`config.mk`:
```
export PLATFORM = sky130hd
export DESIGN_NAME = biu_mem_sequencer_flat
export DESIGN_NICKNAME = d
export VERILOG_FILES = /design/src/rtl/biu_mem_sequencer_if.sv /design/src/rtl/biu_mem_sequencer.sv /design/src/flat_wrapper.sv
export SDC_FILE = /design/constraint.sdc
export NUM_CORES = 1
export LEC_CHECK = 0
export CORE_MARGIN = 2
export CORE_UTILIZATION = 45
export DETAILED_ROUTE_END_ITERATION = 16
export PLACE_DENSITY = 0.7
export SETUP_SLACK_MARGIN = 0.4
export SYNTH_ARGS = -nofsm -noshare
export SYNTH_HDL_FRONTEND = slang
export SYNTH_SLANG_ARGS = --single-unit
```
`constraint.sdc`:
```
create_clock -name Clk -period 2.55 [get_ports Clk]
set_clock_uncertainty 0.2 [all_clocks]
set_input_delay 0.3825 -clock Clk [delete_from_list [all_inputs] [get_ports Clk]]
set_output_delay 0.3825 -clock Clk [all_outputs]
set_load 0.01 [all_outputs]
```
`src/rtl/biu_mem_sequencer_if.sv`:
```
// Bundle of handshake and control signals between the execution control unit /
// data memory side (master) and the BIU data-memory sequencer (slave).
//   start, op, dM_rdy : command strobe, command code, memory ready (to sequencer)
//   busy, done, err   : sequencer status
//   MAR_*, WrBuf*_*, RdBuf*_ld, Rdmux*, dMem_addr_sel, SP_* : BIU register controls
//   dM_cs, dM_rd, dM_wr : data-memory strobes
interface biu_mem_sequencer_if;
    logic       start;
    logic [2:0] op;
    logic       dM_rdy;
    logic       busy;
    logic       done;
    logic       err;
    logic       MAR_ld;
    logic       MAR_inc;
    logic       WrBuf1_ld;
    logic       WrBuf0_ld;
    logic       WrBuf1_oe;
    logic       WrBuf0_oe;
    logic       RdBuf1_ld;
    logic       RdBuf0_ld;
    logic       Rdmux1;
    logic       Rdmux0;
    logic       dMem_addr_sel;
    logic       SP_inc;
    logic       SP_dec;
    logic       dM_cs;
    logic       dM_rd;
    logic       dM_wr;

    modport master (
        output start, op, dM_rdy,
        input  busy, done, err, MAR_ld, MAR_inc, WrBuf1_ld, WrBuf0_ld,
               WrBuf1_oe, WrBuf0_oe, RdBuf1_ld, RdBuf0_ld, Rdmux1, Rdmux0,
               dMem_addr_sel, SP_inc, SP_dec, dM_cs, dM_rd, dM_wr
    );

    modport slave (
        input  start, op, dM_rdy,
        output busy, done, err, MAR_ld, MAR_inc, WrBuf1_ld, WrBuf0_ld,
               WrBuf1_oe, WrBuf0_oe, RdBuf1_ld, RdBuf0_ld, Rdmux1, Rdmux0,
               dMem_addr_sel, SP_inc, SP_dec, dM_cs, dM_rd, dM_wr
    );
endinterface

```
`src/rtl/biu_mem_sequencer.sv`:
```
// Data-memory sequencer of the bus interface unit. Runs one memory command
// (LD32/LD64/ST32/ST64/PUSH64/POP64) as one or two 32-bit bus accesses,
// stepping MAR/SP and the read/write buffers, with wait-state handling and a
// per-access timeout.
// Ports:
//   Clk   : system clock, rising edge
//   Reset : asynchronous, active-high reset
//   bus   : slave side of biu_mem_sequencer_if (command in, controls/strobes out)
// Parameter:
//   WAIT_MAX : wait cycles allowed per access before timeout (1..255)
module biu_mem_sequencer #(
    parameter int unsigned WAIT_MAX = 15
) (
    input  logic              Clk,
    input  logic              Reset,
    biu_mem_sequencer_if.slave bus
);
    localparam logic [7:0] WAIT_MAX_C = 8'(WAIT_MAX);
    localparam logic [2:0] OP_LD32 = 3'b000;
    localparam logic [2:0] OP_LD64 = 3'b001;
    localparam logic [2:0] OP_ST32 = 3'b010;
    localparam logic [2:0] OP_ST64 = 3'b011;
    localparam logic [2:0] OP_PUSH = 3'b100;
    localparam logic [2:0] OP_POP  = 3'b101;

    typedef enum logic [2:0] {
        S_IDLE  = 3'd0,
        S_SETUP = 3'd1,
        S_ACC1  = 3'd2,
        S_ADV   = 3'd3,
        S_ACC2  = 3'd4,
        S_FIN   = 3'd5,
        S_DONE  = 3'd6
    } state_t;

    state_t     state_q, state_d;
    logic [2:0] op_q, op_d;
    logic       err_q, err_d;
    logic [7:0] wcnt_q, wcnt_d;

    // Command class decode of the latched op
    logic is_ld32_s, is_ld64_s, is_st32_s, is_st64_s, is_push_s, is_pop_s;
    logic is_read_s, is_write_s, is_32_s, is_mar_op_s, timeout_s, hi_word_s;

    assign is_ld32_s   = (op_q == OP_LD32);
    assign is_ld64_s   = (op_q == OP_LD64);
    assign is_st32_s   = (op_q == OP_ST32);
    assign is_st64_s   = (op_q == OP_ST64);
    assign is_push_s   = (op_q == OP_PUSH);
    assign is_pop_s    = (op_q == OP_POP);
    assign is_read_s   = is_ld32_s | is_ld64_s | is_pop_s;
    assign is_write_s  = is_st32_s | is_st64_s | is_push_s;
    assign is_32_s     = is_ld32_s | is_st32_s;
    assign is_mar_op_s = is_ld32_s | is_ld64_s | is_st32_s | is_st64_s;
    assign timeout_s   = (wcnt_q == WAIT_MAX_C);
    // ACC1 moves the high word for LD64/ST64/PUSH; POP reads low first, so its
    // ACC2 carries the high word. 32-bit ops only ever use word 0.
    assign hi_word_s   = (state_q == S_ACC1) ? (is_ld64_s | is_st64_s | is_push_s) : is_pop_s;

    // State, latched op, error flag and wait counter registers
    always_ff @(posedge Clk or posedge Reset) begin
        if (Reset) begin
            state_q <= S_IDLE;
            op_q    <= 3'b000;
            err_q   <= 1'b0;
            wcnt_q  <= 8'd0;
        end else begin
            state_q <= state_d;
            op_q    <= op_d;
            err_q   <= err_d;
            wcnt_q  <= wcnt_d;
        end
    end

    // Next-state, op latch, error and wait-counter update
    always_comb begin
        state_d = state_q;
        op_d    = op_q;
        err_d   = err_q;
        wcnt_d  = wcnt_q;
        case (state_q)
            S_IDLE: begin
                if (bus.start) begin
                    op_d = bus.op;
                    if (bus.op[2:1] == 2'b11) begin
                        state_d = S_DONE;
                        err_d   = 1'b1;
                    end else begin
                        state_d = S_SETUP;
                        err_d   = 1'b0;
                    end
                end else begin
                    state_d = S_IDLE;
                end
            end
            S_SETUP: begin
                state_d = S_ACC1;
                wcnt_d  = 8'd0;
            end
            S_ACC1: begin
                if (bus.dM_rdy) begin
                    state_d = is_32_s ? S_DONE : S_ADV;
                end else if (timeout_s) begin
                    state_d = S_DONE;
                    err_d   = 1'b1;
                end else begin
                    wcnt_d = wcnt_q + 8'd1;
                end
            end
            S_ADV: begin
                state_d = S_ACC2;
                wcnt_d  = 8'd0;
            end
            S_ACC2: begin
                if (bus.dM_rdy) begin
                    state_d = is_pop_s ? S_FIN : S_DONE;
                end else if (timeout_s) begin
                    state_d = S_DONE;
                    err_d   = 1'b1;
                end else begin
                    wcnt_d = wcnt_q + 8'd1;
                end
            end
            S_FIN:   state_d = S_DONE;
            S_DONE:  state_d = S_IDLE;
            default: state_d = S_IDLE;
        endcase
    end

    logic mar_ld_s, mar_inc_s, wb1_ld_s, wb0_ld_s, wb1_oe_s, wb0_oe_s;
    logic rb1_ld_s, rb0_ld_s, asel_s, sp_inc_s, sp_dec_s, cs_s, rd_s, wr_s, done_s;

    // Control and strobe decode from the registered state (RdBuf loads also use dM_rdy)
    always_comb begin
        mar_ld_s  = 1'b0;
        mar_inc_s = 1'b0;
        wb1_ld_s  = 1'b0;
        wb0_ld_s  = 1'b0;
        wb1_oe_s  = 1'b0;
        wb0_oe_s  = 1'b0;
        rb1_ld_s  = 1'b0;
        rb0_ld_s  = 1'b0;
        asel_s    = 1'b0;
        sp_inc_s  = 1'b0;
        sp_dec_s  = 1'b0;
        cs_s      = 1'b0;
        rd_s      = 1'b0;
        wr_s      = 1'b0;
        done_s    = 1'b0;
        case (state_q)
            S_SETUP: begin
                mar_ld_s = is_mar_op_s;
                wb1_ld_s = is_st64_s | is_push_s;
                wb0_ld_s = is_st32_s | is_st64_s | is_push_s;
                sp_dec_s = is_push_s;
            end
            S_ACC1, S_ACC2: begin
                cs_s     = 1'b1;
                rd_s     = is_read_s;
                wr_s     = is_write_s;
                asel_s   = is_push_s | is_pop_s;
                wb1_oe_s = is_write_s & hi_word_s;
                wb0_oe_s = is_write_s & ~hi_word_s;
                rb1_ld_s = is_read_s & hi_word_s & bus.dM_rdy;
                rb0_ld_s = is_read_s & ~hi_word_s & bus.dM_rdy;
            end
            S_ADV: begin
                mar_inc_s = is_ld64_s | is_st64_s;
                sp_dec_s  = is_push_s;
                sp_inc_s  = is_pop_s;
            end
            S_FIN:   sp_inc_s = 1'b1;
            S_DONE:  done_s   = 1'b1;
            default: done_s   = 1'b0;
        endcase
    end

    assign bus.busy          = (state_q != S_IDLE);
    assign bus.done          = done_s;
    assign bus.err           = err_q;
    assign bus.MAR_ld        = mar_ld_s;
    assign bus.MAR_inc       = mar_inc_s;
    assign bus.WrBuf1_ld     = wb1_ld_s;
    assign bus.WrBuf0_ld     = wb0_ld_s;
    assign bus.WrBuf1_oe     = wb1_oe_s;
    assign bus.WrBuf0_oe     = wb0_oe_s;
    assign bus.RdBuf1_ld     = rb1_ld_s;
    assign bus.RdBuf0_ld     = rb0_ld_s;
    // Read buffers always take Bus_data
    assign bus.Rdmux1        = 1'b0;
    assign bus.Rdmux0        = 1'b0;
    assign bus.dMem_addr_sel = asel_s;
    assign bus.SP_inc        = sp_inc_s;
    assign bus.SP_dec        = sp_dec_s;
    assign bus.dM_cs         = cs_s;
    assign bus.dM_rd         = rd_s;
    assign bus.dM_wr         = wr_s;
endmodule

```
`src/flat_wrapper.sv`:
```
// flat-port wrapper written by rule: the top's interface ports become plain ports
module biu_mem_sequencer_flat 
#(
    parameter int unsigned WAIT_MAX = 15
)
  (Clk, Reset, bus_start, bus_op, bus_dM_rdy, bus_busy, bus_done, bus_err, bus_MAR_ld, bus_MAR_inc, bus_WrBuf1_ld, bus_WrBuf0_ld, bus_WrBuf1_oe, bus_WrBuf0_oe, bus_RdBuf1_ld, bus_RdBuf0_ld, bus_Rdmux1, bus_Rdmux0, bus_dMem_addr_sel, bus_SP_inc, bus_SP_dec, bus_dM_cs, bus_dM_rd, bus_dM_wr);
  biu_mem_sequencer_if bus_i ();
  input  logic Clk;
  input  logic Reset;
  input wire logic [$bits(bus_i.start)-1:0] bus_start;
  input wire logic [$bits(bus_i.op)-1:0] bus_op;
  input wire logic [$bits(bus_i.dM_rdy)-1:0] bus_dM_rdy;
  output wire logic [$bits(bus_i.busy)-1:0] bus_busy;
  output wire logic [$bits(bus_i.done)-1:0] bus_done;
  output wire logic [$bits(bus_i.err)-1:0] bus_err;
  output wire logic [$bits(bus_i.MAR_ld)-1:0] bus_MAR_ld;
  output wire logic [$bits(bus_i.MAR_inc)-1:0] bus_MAR_inc;
  output wire logic [$bits(bus_i.WrBuf1_ld)-1:0] bus_WrBuf1_ld;
  output wire logic [$bits(bus_i.WrBuf0_ld)-1:0] bus_WrBuf0_ld;
  output wire logic [$bits(bus_i.WrBuf1_oe)-1:0] bus_WrBuf1_oe;
  output wire logic [$bits(bus_i.WrBuf0_oe)-1:0] bus_WrBuf0_oe;
  output wire logic [$bits(bus_i.RdBuf1_ld)-1:0] bus_RdBuf1_ld;
  output wire logic [$bits(bus_i.RdBuf0_ld)-1:0] bus_RdBuf0_ld;
  output wire logic [$bits(bus_i.Rdmux1)-1:0] bus_Rdmux1;
  output wire logic [$bits(bus_i.Rdmux0)-1:0] bus_Rdmux0;
  output wire logic [$bits(bus_i.dMem_addr_sel)-1:0] bus_dMem_addr_sel;
  output wire logic [$bits(bus_i.SP_inc)-1:0] bus_SP_inc;
  output wire logic [$bits(bus_i.SP_dec)-1:0] bus_SP_dec;
  output wire logic [$bits(bus_i.dM_cs)-1:0] bus_dM_cs;
  output wire logic [$bits(bus_i.dM_rd)-1:0] bus_dM_rd;
  output wire logic [$bits(bus_i.dM_wr)-1:0] bus_dM_wr;
  assign bus_i.start = bus_start;
  assign bus_i.op = bus_op;
  assign bus_i.dM_rdy = bus_dM_rdy;
  assign bus_busy = bus_i.busy;
  assign bus_done = bus_i.done;
  assign bus_err = bus_i.err;
  assign bus_MAR_ld = bus_i.MAR_ld;
  assign bus_MAR_inc = bus_i.MAR_inc;
  assign bus_WrBuf1_ld = bus_i.WrBuf1_ld;
  assign bus_WrBuf0_ld = bus_i.WrBuf0_ld;
  assign bus_WrBuf1_oe = bus_i.WrBuf1_oe;
  assign bus_WrBuf0_oe = bus_i.WrBuf0_oe;
  assign bus_RdBuf1_ld = bus_i.RdBuf1_ld;
  assign bus_RdBuf0_ld = bus_i.RdBuf0_ld;
  assign bus_Rdmux1 = bus_i.Rdmux1;
  assign bus_Rdmux0 = bus_i.Rdmux0;
  assign bus_dMem_addr_sel = bus_i.dMem_addr_sel;
  assign bus_SP_inc = bus_i.SP_inc;
  assign bus_SP_dec = bus_i.SP_dec;
  assign bus_dM_cs = bus_i.dM_cs;
  assign bus_dM_rd = bus_i.dM_rd;
  assign bus_dM_wr = bus_i.dM_wr;
  biu_mem_sequencer #(.WAIT_MAX(WAIT_MAX)) u_core (.Clk(Clk), .Reset(Reset), .bus(bus_i));
endmodule
```
[After elaboration in Yosys (flattened, before gate mapping)]
Index checks and enable logic that the tools add are counted.
Storage, ports and cells
  register bits after elaboration: 15
  input bits: 7
  output and inout bits: 19
Operators by class
  add/subtract/negate cells: 1
  equal/unequal tests: 17
  multiplexer cells: 32
  bitwise gates (word level): 18
  reductions and logical operators: 10
Operators by type and width (count)
  2-to-1 mux 1 bit: 19
  2-to-1 mux 3 bit: 6
  case mux 3 bit (6 select lines): 1
  2-to-1 mux 8 bit: 2
  case mux 8 bit (2 select lines): 1
  equality test 3 bit, second input constant: 5
  equality test 3 x 2 -> 1 bit, second input constant: 4
  bitwise OR 1 bit: 11
  adder 8 x 1 -> 8 bit, second input constant: 1
  equality test 8 x 4 -> 1 bit, second input constant: 1
  AND 1 bit: 6
  equality test 3 x 1 -> 1 bit, second input constant: 2
  zero test 3 bit: 2
  != test 2 bit, second input constant: 3
  case mux 1 bit (2 select lines): 2
  AND reduction 4 bit: 1
  nonzero test 2 bit: 2
  OR reduction 2 bit: 2
  AND reduction 3 bit: 1
  nonzero test 3 bit: 1
  equality test 2 bit, second input constant: 1
  2-to-1 mux 2 bit: 1
  != test 2 x 1 -> 1 bit, second input constant: 1
  AND reduction 2 bit: 1
  inverter 1 bit: 1

[Depth between registers and ports, before layout]
Gate-level depths: netlist of run 1.
  word-level depth: 8
  gate-level depth with buffers: 6
  mapped depth without buffers: 5

[Least setup slack after synthesis of run 1]
Ideal clock, no wire load.
  kind: register to output
  from: reg u_core.state_q[1]
  to: out bus_RdBuf1_ld
  data arrival time: 1.537 ns
  setup slack: 0.430 ns
  cell stages (with the launch flop): 5
  cell sequence: dfrtp_1 buf_2 inv_2 or3_1 a2111oi_1
On the way
  word-level cells in the longest chain between the ends: 5
  elaborated cells between the ends (all ways): 7
Ends and longest elaborated chain
  start: declaration: line biu_mem_sequencer.sv:36  | state_t state_q, state_d;
  start signal: assignment: line biu_mem_sequencer.sv:68  | state_q <= state_d;
  equality test 3 x 2 -> 1 bit: line biu_mem_sequencer.sv:58, biu_mem_sequencer.sv:150
  2-to-1 mux 1 bit: line biu_mem_sequencer.sv:58  | assign hi_word_s = (state_q == S_ACC1) ? (is_ld64_s | is_st64_s | is_push_s) : is_pop_s;
  AND 1 bit (2 in series): line biu_mem_sequencer.sv:164  | rb1_ld_s = is_read_s & hi_word_s & bus.dM_rdy;
  2-to-1 mux 1 bit (*): line biu_mem_sequencer.sv:150  | case (state_q)
  end: declaration: line flat_wrapper.sv:22  | output wire logic [$bits(bus_i.RdBuf1_ld)-1:0] bus_RdBuf1_ld;
Mark *: on every way between the ends. The rest lies on a longest branch, timed or not.

[Final worst setup path of run 1]
Same ends and word-level chain as after synthesis.

==> results.py, run 1 <==
metrics = {
    "clocking": {
        "numCtsBuffers": 3,
        "cts_htree_levels": 1,
        "clock_transition_at_the_registers_of_the_reported_paths_ns": 0.10,
        "cts_hold_buffers": 0,
        "cts_max_path_buffers": 2,
        "cts.sinks": 15,
        "root_buffer": "clkbuf_4",
        "worstSkewPairLatency_ns": 0.30,
        "cts_tree": "built",
    },
    "grt": {
        "grt_pass1_vias": 1042,
        "antenna_found_initial": 0,
        "grt_pass1_wl_um": 4950,
        "grt_remaining_overflow": 0,
        "grt_start_max_net_pins": 16,
        "tot_gr_track_use": 0.247,
    },
    "worst_setup_path": {
        "reg2reg_from": "u_core.state_q[1]$_DFF_PP0_",
        "worstSetupStartpointType": "flip-flop",
        "rrSetupSlack_ns": 0.49,
        "cp.required_ns": 1.97,
        "cp.arrival_ns": 1.64,
        "critical_path.endpoint_type": "output port",
        "cp_max_fo": 4,
        "reg2reg_to": "u_core.wcnt_q[5]$_DFFE_PP0P_",
        "r2r_cells": 7,
        "setup.worst_path.class": "reg2out",
    },
    "die": {
        "floorplan.die_area_um2": 2830,
        "rows": 17,
        "initial_utilization": 0.483,
        "die_height_um": 53.2,
        "core-area_um2": 2250,
        "die_x_um": 53.2,
        "boundaryPins": 26,
    },
    "synth": {
        "async_reset_ff_frac": 1.00,
        "post_synth_instance_area_um2": 1090,
        "post_synthesis_cell_type_with_the_largest_combined_area": "dfrtp_1",
        "synth-main-ff-cell": "dfrtp_1",
        "post_synth_num_cell_types": 49,
        "synth_top_family_by_area": "simple AND/OR/NAND/NOR gates",
        "syn-mean-instance-area_um2": 8.65,
        "synthSimpleGateAreaFrac": 0.268,
        "yosys_warnings": 0,
        "synthAdderAreaFrac": 0.0115,
        "seq_area_frac_synth": 0.344,
        "synth.top_cells.by_area": "dfrtp_1 (34%), nor2_1 (4.5%), nand2_1 (4.1%), buf_6 (3.1%), o31ai_1 (2.8%)",
        "synth.mux.area_fraction": 0.0333,
        "synth_enable_flop_cells": 0,
        "post_synth_xor_xnor_area": 0.0390,
        "synth_compound_area_frac": 0.214,
        "synth.top_cell.area_share": 0.344,
        "synthCells": 126,
        "postSynthRegisterBits": 15,
    },
    "power_and_ir_drop": {
        "power_switching_share": 0.456,
        "power_leakage_uw": 0.000697,
        "max-vdd-ir-drop_uv": 740,
        "power_frac_comb": 0.701,
        "p_seq_frac": 0.223,
        "power.net_switching_uw": 865,
        "internal_power_uw": 1030,
        "clockPowerShare": 0.076,
        "power_density_nw_per_um2": 1240,
    },
    "sta": {
        "timing.final.setup_violations": 0,
        "finalCriticalPeriod_ns": 2.22,
        "tns_ns": 0,
        "hold_violations": 0,
        "slew_headroom": 0.615,
        "max_freq_mhz": 450,
        "timing_worst_slew_pin_value_ns": 0.577,
        "timing.final.crit_share": 0.871,
        "unrepaired_setup_endpoints_after_global_routing": "yes",
        "finalMaxSlewViolations": 0,
        "timing.hold.ws_ns": 0.232,
    },
    "final_layout": {
        "sequential_cell_area_um2": 379,
        "final_area_um2": 1530,
        "fillers": 195,
        "drive_above_1_share": 0.405,
        "area.growth.synth_to_final_pct": 40.8,
        "n_antenna_cell": 0,
        "final_cell_mix": "buf_4 (20), dfrtp_1 (12), nand2_1 (11), nor2_1 (9), buf_2 (9)",
        "most_common_cell_after_layout_fill_and_taps_aside": "buf_4",
        "design.final.nets": 177,
        "multi_input_comb_area_um2": 717,
    },
    "detailed_routing": {
        "detail_routed_via_count_per_cell": 5.79,
        "ant_nets": 0,
        "routed_via_count": 1135,
        "detailed_route_drc_error_count": 0,
        "post_drt_wl_per_cell_um": 16.3,
        "firstDrtPassIters": 4,
        "drt_wl_total_um": 3190,
        "drt-initial-drc-count": 37,
    },
    "min_path": {
        "holdCritPathClass": "in2async",
    },
    "outcome": {
        "run_status": "complete, no violations",
    },
    "placement": {
        "hpwl_um": 2000,
        "gp_routability_congestion": 0.839,
        "placed_area_um2": 1350,
        "placement.io_buffers": 23,
    },
    "job": {
        "maxCapViolCount": 0,
    },
}
[kinds of logic (layout without fill, tap and decap cells)]
group | count (synthesis) | in the layout
mux | 3 | 3
buf+inv | 17 | 58
fa+ha+maj | 1 | 1
other cells | 1 | 2
compound gates | 31 | 31
simple gates | 54 | 54
xor+xnor | 4 | 4
flops | 15 | 15
[state kept, by name, summed over array words and instances (netlist names)]
signal          cells
u_core.wcnt_q       8
u_core.op_q         3
u_core.state_q      3
u_core.bus.err      1
[what timing repair did]
item                       4_1_cts  5_1_grt
pin swaps                        4        7
gates cloned                     0        0
setup endpoints to repair       16       16
setup buffers                   13        3
resized for setup               57       26
hold endpoints to repair         0        0
[worst max-delay path, cell delays in order, from the launching register on]
cell	delay (ns)
dfrtp_1	0.40
inv_2	0.08
or3_1	0.38
a2111oi_2	0.30
buf_2	0.19
[Yosys cell counts, drive strengths merged, types with 4 or more instances]
cell,number
nand2b,4
nor2,14
inv,8
nand3,4
buf,6
dfrtp,15
nand2,12
nor3,5
o31ai,4
o21ai,6
a21oi,5
[routing by layer]
layer | vias to the layer above | GRT usage | share of wire
li1 | 537 | - | -
met1 | 532 | 0.330 | 0.41
met2 | 52 | 0.387 | 0.50
met3 | 14 | 0.0565 | 0.072
met4 | 0 | 0.0855 | 0.024
met5 | - | 0 | 0
[worst max-delay path by stage]
stage / from / endpoint / slack, ns / cells after the start
2_1_floorplan: u_core.state_q[1]$_DFF_PP0_ / bus_RdBuf1_ld / 0.43 / 4
3_3_place_gp: bus_dM_rdy / bus_RdBuf1_ld / 0.1 / 4
3_5_place_dp: bus_dM_rdy / bus_RdBuf1_ld / 0.12 / 4
4_1_cts: u_core.state_q[1]$_DFF_PP0_ / bus_RdBuf1_ld / 0.20 / 4
5_1_grt: u_core.state_q[1]$_DFF_PP0_ / bus_RdBuf1_ld / 0.26 / 4
6_report: u_core.state_q[1]$_DFF_PP0_ / bus_RdBuf1_ld / 0.33 / 4
[cell type report]
type,count,share of cell area
clock buffer,3,0.0147
multi-input combinational,95,0.467
tap,28,0.0228
timing repair buffer,46,0.225
clock inverter,1,0.00326
sequential,15,0.247
inverter,8,0.0196
[power by group through the flow]
stage               clock network [µW]  registers [µW]  logic [µW]
detailed placement                   0             422         981
global placement                     0             418         964
global route                       164             436        1440
CTS                                149             419        1190
floorplan                            0             377         651
finish                             144             423        1330
[per-stage QoR]
step / setup slack, ns / util / total power (µW) / instances
floorplan: 0.430 / - / 1030 / 127
global placement: 0.0965 / 0.597 / 1380 / 176
detailed placement: 0.125 / 0.597 / 1400 / 176
CTS: 0.197 / 0.664 / 1750 / 193
global route: 0.257 / 0.680 / 2040 / 196
finish: 0.328 / 0.680 / 1900 / 196
(Power assumes the default switching activity.)
==> run 2, diff against run 1 <==
--- a/config.mk
+++ b/config.mk
@@ -5,10 +5,13 @@
 export SDC_FILE = /design/constraint.sdc
 export NUM_CORES = 1
 export LEC_CHECK = 0
-export CORE_MARGIN = 2
-export CORE_UTILIZATION = 45
+export CELL_PAD_IN_SITES_DETAIL_PLACEMENT = 2
+export CELL_PAD_IN_SITES_GLOBAL_PLACEMENT = 2
+export CORE_MARGIN = 3
+export CORE_UTILIZATION = 28
+export CTS_CLUSTER_SIZE = 40
 export DETAILED_ROUTE_END_ITERATION = 16
-export PLACE_DENSITY = 0.7
+export PLACE_DENSITY = 0.74
 export SETUP_SLACK_MARGIN = 0.4
 export SYNTH_ARGS = -nofsm -noshare
 export SYNTH_HDL_FRONTEND = slang
==> results.py, run 2 (synthesis gave the netlist of run 1 again) <==
metrics = {
    "clocking": {
        "numCtsBuffers": 3,
        "cts.sinks": 15,
        "cts_max_path_buffers": 2,
        "root_buffer": "clkbuf_8",
        "worstSkewPairLatency_ns": 0.25,
        "cts_tree": "built",
        "clock_transition_at_the_registers_of_the_reported_paths_ns": 0.07,
        "cts_htree_levels": 1,
    },
    "die": {
        "floorplan.die_area_um2": 4680,
        "initial_utilization": 0.293,
        "rows": 22,
        "boundaryPins": 26,
        "die_height_um": 68.4,
        "die_x_um": 68.4,
        "core-area_um2": 3720,
    },
    "sta": {
        "timing.final.crit_share": 0.901,
        "tns_ns": 0,
        "unrepaired_setup_endpoints_after_global_routing": "yes",
        "timing_worst_slew_pin_value_ns": 0.637,
        "max_freq_mhz": 435,
        "hold_violations": 0,
        "timing.hold.ws_ns": 0.319,
        "finalCriticalPeriod_ns": 2.30,
        "slew_headroom": 0.575,
        "finalMaxSlewViolations": 0,
        "timing.final.setup_violations": 0,
    },
    "final_layout": {
        "drive_above_1_share": 0.398,
        "area.growth.synth_to_final_pct": 47.0,
        "n_antenna_cell": 0,
        "largest_register_ffs": 8,
        "final_cell_mix": "buf_4 (24), nand2_1 (11), dfrtp_1 (11), nor2_1 (10), clkdlybuf4s50_1 (7)",
        "top_regs": "u_core.wcnt_q: 8 flops, u_core.op_q: 3 flops, u_core.state_q: 3 flops",
        "registers.top_by_ff_count": "u_core.wcnt_q",
        "layout.core_utilization": 0.431,
        "design.final.nets": 180,
        "most_common_cell_after_layout_fill_and_taps_aside": "buf_4",
    },
    "power_and_ir_drop": {
        "clockPowerShare": 0.099,
        "power_leakage_uw": 0.000701,
        "p_seq_frac": 0.198,
        "internal_power_uw": 1110,
        "power_frac_comb": 0.703,
        "power_density_nw_per_um2": 1290,
        "max-vdd-ir-drop_uv": 336,
        "power_switching_share": 0.461,
        "power.net_switching_uw": 951,
    },
    "grt": {
        "grt_remaining_overflow": 0,
        "tot_gr_track_use": 0.188,
        "grt_pass1_vias": 1251,
        "grt_pass1_wl_um": 6560,
        "grt_start_max_net_pins": 16,
        "antenna_found_initial": 0,
    },
    "worst_setup_path": {
        "cp_max_fo": 5,
        "worstSetupStartpointType": "flip-flop",
        "reg2reg_from": "u_core.state_q[1]$_DFF_PP0_",
        "r2r_cells": 6,
        "cp.arrival_ns": 1.71,
        "reg2reg_to": "u_core.op_q[2]$_DFFE_PP0P_",
        "timing.critical_path.slowest_stage_cell": "dfrtp_2",
        "crit_path_cell_trace": "buf_4, or3_4, a2111oi_4, buf_2",
        "rrSetupSlack_ns": 0.57,
        "setup.worst_path.class": "reg2out",
        "cp.required_ns": 1.97,
        "critical_path.endpoint_type": "output port",
        "max_stage_delay_ns": 0.44,
        "critical-path-top-delay-family": "flip-flops",
        "cp_num_buf_inv": 2,
    },
    "detailed_routing": {
        "length_of_routed_met3_wiring_um": 156,
        "route.layer.met1.wl_um": 1860,
        "post_drt_wl_per_cell_um": 19.9,
        "drt_wl_total_um": 4360,
        "routed.top_layer": "met4",
        "routed_via_count": 1161,
        "firstDrtPassIters": 4,
        "detailed_route_drc_error_count": 0,
        "met2_length_um": 2280,
        "detail_routed_via_count_per_cell": 5.30,
        "ant_nets": 0,
        "drt-initial-drc-count": 51,
    },
    "placement": {
        "gp_routability_congestion": 0.783,
        "placement.io_buffers": 23,
        "hpwl_um": 2740,
    },
    "outcome": {
        "run_status": "complete, no violations",
    },
    "job": {
        "maxCapViolCount": 0,
    },
    "min_path": {
        "holdCritPathClass": "in2async",
    },
}
-- run 2: cell count changes in the layout (fill, tap and decap cells not counted), sizes merged --
| cell | before | now |
|---|---|---|
| buf | 32 | 31 |
| clkbuf | 7 | 9 |
| clkdlybuf4s15 | 0 | 2 |
| clkinv | 1 | 0 |
| dlygate4sd2 | 3 | 4 |
-- run 2: worst max-delay path by stage --
| stage | cells after the start | to | start |
|---|---|---|---|
| floorplan | 4 | bus_RdBuf1_ld | u_core.state_q[1]$_DFF_PP0_ |
| global placement | 4 | bus_RdBuf1_ld | bus_dM_rdy |
| detailed placement | 4 | bus_RdBuf1_ld | bus_dM_rdy |
| CTS | 4 | bus_RdBuf1_ld | u_core.state_q[2]$_DFF_PP0_ |
| global route | 4 | bus_RdBuf1_ld | u_core.state_q[2]$_DFF_PP0_ |
| finish | 4 | bus_RdBuf1_ld | u_core.state_q[2]$_DFF_PP0_ |
-- run 2: area by class of cell --
| type | instances | area [µm²] |
|---|---|---|
| tap | 48 | 60.1 |
| fill | 417 | 2110 |
| sequential | 15 | 380 |
| inverter | 8 | 32.5 |
| multi-input combinational | 95 | 704 |
| clock buffer | 4 | 45.0 |
| timing repair buffer | 49 | 379 |
-- run 2: routing by layer --
layer	GRT usage	vias to the layer above
met5	0	-
met3	0.0246	4
met2	0.319	29
li1	-	545
met1	0.255	583
met4	0.0347	0
-- run 2: power groups by stage --
stage                     Sequential, µW  Combinational (µW)  Clock, µW
after detailed placement             415                1100          0
after global placement               408                1070          0
after global routing                 420                1560        222
final                                409                1450        203
after floorplan                      377                 651          0
after CTS                            404                1300        209
-- run 2: what timing repair did --
item,4_1_cts,5_1_grt
endpoints found under the hold margin,0,0
pin swaps,3,2
hold buffers,0,0
resized for setup,50,24
endpoints found under the setup margin,16,17
setup buffers,11,4
-- run 2: metrics by stage --
step	std cells	setup WS, ns	cell area [µm²]	power [µW]
finish	219	0.253	1600	2060
global route	219	0.188	1600	2200
CTS	215	0.198	1560	1910
detailed placement	200	0.147	1400	1520
global placement	200	0.151	1400	1480
floorplan	127	0.430	1090	1030
==> RTL change: new RTL, config.mk and constraints of run 2 <==
`WAIT_MAX` is set to 15 in 2 places; all go to 14.
--- a/src/rtl/biu_mem_sequencer.sv
+++ b/src/rtl/biu_mem_sequencer.sv
@@ -11,3 +11,3 @@
 module biu_mem_sequencer #(
-    parameter int unsigned WAIT_MAX = 15
+    parameter int unsigned WAIT_MAX = 14
 ) (
--- a/src/flat_wrapper.sv
+++ b/src/flat_wrapper.sv
@@ -3,3 +3,3 @@
 #(
-    parameter int unsigned WAIT_MAX = 15
+    parameter int unsigned WAIT_MAX = 14
 )
Check against the original RTL: no difference found for any inputs over 10 cycles, from zero or initial values and one cycle with Reset high; that may be too few to reach the edited logic, so the function may still have changed.
==> RTL change against run 2 <==
  * Total power up 4.9%
  * Wire length up 5.2%
  * Utilization up 1.6 points
  * Final cell count up 3.7%
  * Clock power down 2%
  * Sequential cell count unchanged
  * Synthesized cell count up 4.8%
  * Worst setup slack worse by 0.0071 ns
  * Synthesized area up 0.11%
  * Non-clock buffer count up 3
  * Design area up 3.8%
  * First-iteration DRC count down 63%
  * Critical endpoint unchanged
==> RTL change: results (changes against run 2) <==
| Metric | Value |
|---|---|
| Status | finished clean |
| Worst Hold End | u_core.wcnt_q[5] |
| Synthesized-area fraction occupied by adder cells | 2.29% (+1.1 points) |
| Synth top area cells | dfrtp_1, mux2i_1, nand2_1 |
| Worst-path fanout max | 5 (unchanged) |
| Reg2reg end | u_core.op_q[2] |
| Hold path depth | 1 |
| R2R depth | 5 (-1) |
| Dpl hpwl | 2940 um (+7.3%) |
| H-tree Lvls | 1 (unchanged) |
| First-pass iteration count of the detailed router | 4 (unchanged) |
| Synth unique cells | 39 (-20%) |
| Commonest cells in the netlist | dfrtp_1, nand2_1, nor2_1, nor2b_1, inv_1 |
| Drt drc | 0 (unchanged) |
| Largest net degree at the start of global routing | 16 (unchanged) |
| Register area share after synthesis | 34.4% (-0.039 points) |
| Regs by FF count | u_core.wcnt_q (8), u_core.op_q (3), u_core.state_q (3) |
| Placed insts | 206 (+3.0%) |
| Maximum VDD drop | 0.608 mV (+81%) |
| Clk slew on worst S/H paths | 0.07 ns (about the same) |
| WL final | 4590 um (+5.2%) |
| Slew HR | 58.6% (+1.1 points) |
| Worst setup path end | bus_RdBuf1_ld |
| Top FF cell, synth | dfrtp_1 |
| Register-to-register setup slack | 0.39 ns (-0.18 ns) |
| Gr usage total | 19.3% (+0.47 points) |
| WP data arrival | 1.72 ns |
| DR vias | 1189 (+2.4%) |
| CTS root buf | clkbuf_8 |
| Post-Synth XOR/XNOR Area | 2.41% (-1.5 points) |
| Vias in the first global route | 1265 (+1.1%) |
| First-pass GRT wire length | 6690 um (+1.9%) |
| Complex-gate fraction of the synthesized area | 14.7% (-6.7 points) |
| Num CTS Buffers | 3 (unchanged) |
| Hold Path Origin | u_core.wcnt_q[5] |
| Clock latency on the worst-skew pair | 0.25 ns (about the same) |
| Mux contribution to synthesized area | 8.60% (+5.3 points) |
| Leak | 0.820 nW (+17%) |
| Ys Warns | 0 (unchanged) |
| Syn_area_per_cell | 8.27 sq um (-4.4%) |
| Antenna fix cells | 0 (unchanged) |
| Layout cells sized above 1 | 41.3% (+1.6 points) |
| Final #Nets | 189 (+5.0%) |
| NetSw | 949 uW (-0.20%) |
| CP startpoint kind | register |
| Initial drt markers | 19 (-63%) |
| GPL Wtd Cong | 0.764 (-2.4%) |
| WL/cell | 20.2 um (+1.5%) |
| Buffers on Ports | 23 (unchanged) |
| Ys async rst share | 100% (unchanged) |
| Hold WC Path Type | reg -> reg |
| Clock buffer depth | 2 (unchanged) |
| Initial antenna violation count | 0 (unchanged) |
| Reg2reg start | u_core.state_q[2] |
[RTL change: cell count changes after synthesis, moves of 3 or more]
cell	delta
clkbuf_1	+3
nor2_1	-5
nor2b_1	+6
o31ai_1	-3
nand3_1	+3
mux2i_1	+5
a31oi_1	+4
nor4_1	+3
buf_6	-3
[RTL change: power groups by stage]
stage	Clock (mW)	Combinational [mW]	Sequential, mW
4_1_cts	0.201	1.29	0.441
3_3_place_gp	0	1.00	0.445
5_1_grt	0.213	1.63	0.468
3_5_place_dp	0	1.05	0.455
2_1_floorplan	0	0.627	0.391
6_report	0.198	1.51	0.456
[RTL change: area by class of cell]
cell class / instances / area (sq um)
well taps: 48 / 60.1
fillers: 425 / 2050
multi-input cells: 101 / 751
repair buffers: 52 / 395
flip-flops and latches: 15 / 383
inverters: 7 / 28.8
clock buffers: 4 / 45.0
[RTL change: worst max-delay path, stage by stage, from the launching register on]
cell	delay (ns)
dfrtp_2	0.46
xnor2_2	0.16
or2_4	0.27
buf_6	0.14
nor4_2	0.26
buf_2	0.19
[RTL change: stage by stage]
step                      hold slack [ns]  total power, mW   TNS, ns  setup slack [ns]  area [sq um]
after detailed placement            0.301             1.50  -0.00304          -0.00304          1430
after CTS                           0.310             1.93         0             0.209          1590
after floorplan                    0.0840             1.02         0             0.402          1090
after global routing                0.328             2.31         0             0.186          1660
after global placement              0.282             1.44         0            0.0797          1430
final                               0.304             2.16         0             0.246          1660
[RTL change: timing repair]
| action | in CTS | in global routing |
|---|---|---|
| gates resized for setup | 61 | 29 |
| hold endpoints to repair | 0 | 0 |
| buffers inserted | 9 | 8 |
| pin swaps | 3 | 5 |
| endpoints found under the setup margin | 15 | 18 |
[RTL change: layer usage]
layer  track usage [%]  share of wire (%)
met1              25.0                 44
met2              33.7                 52
met3              2.13                3.1
met4              4.96                1.1
met5                 0                  0
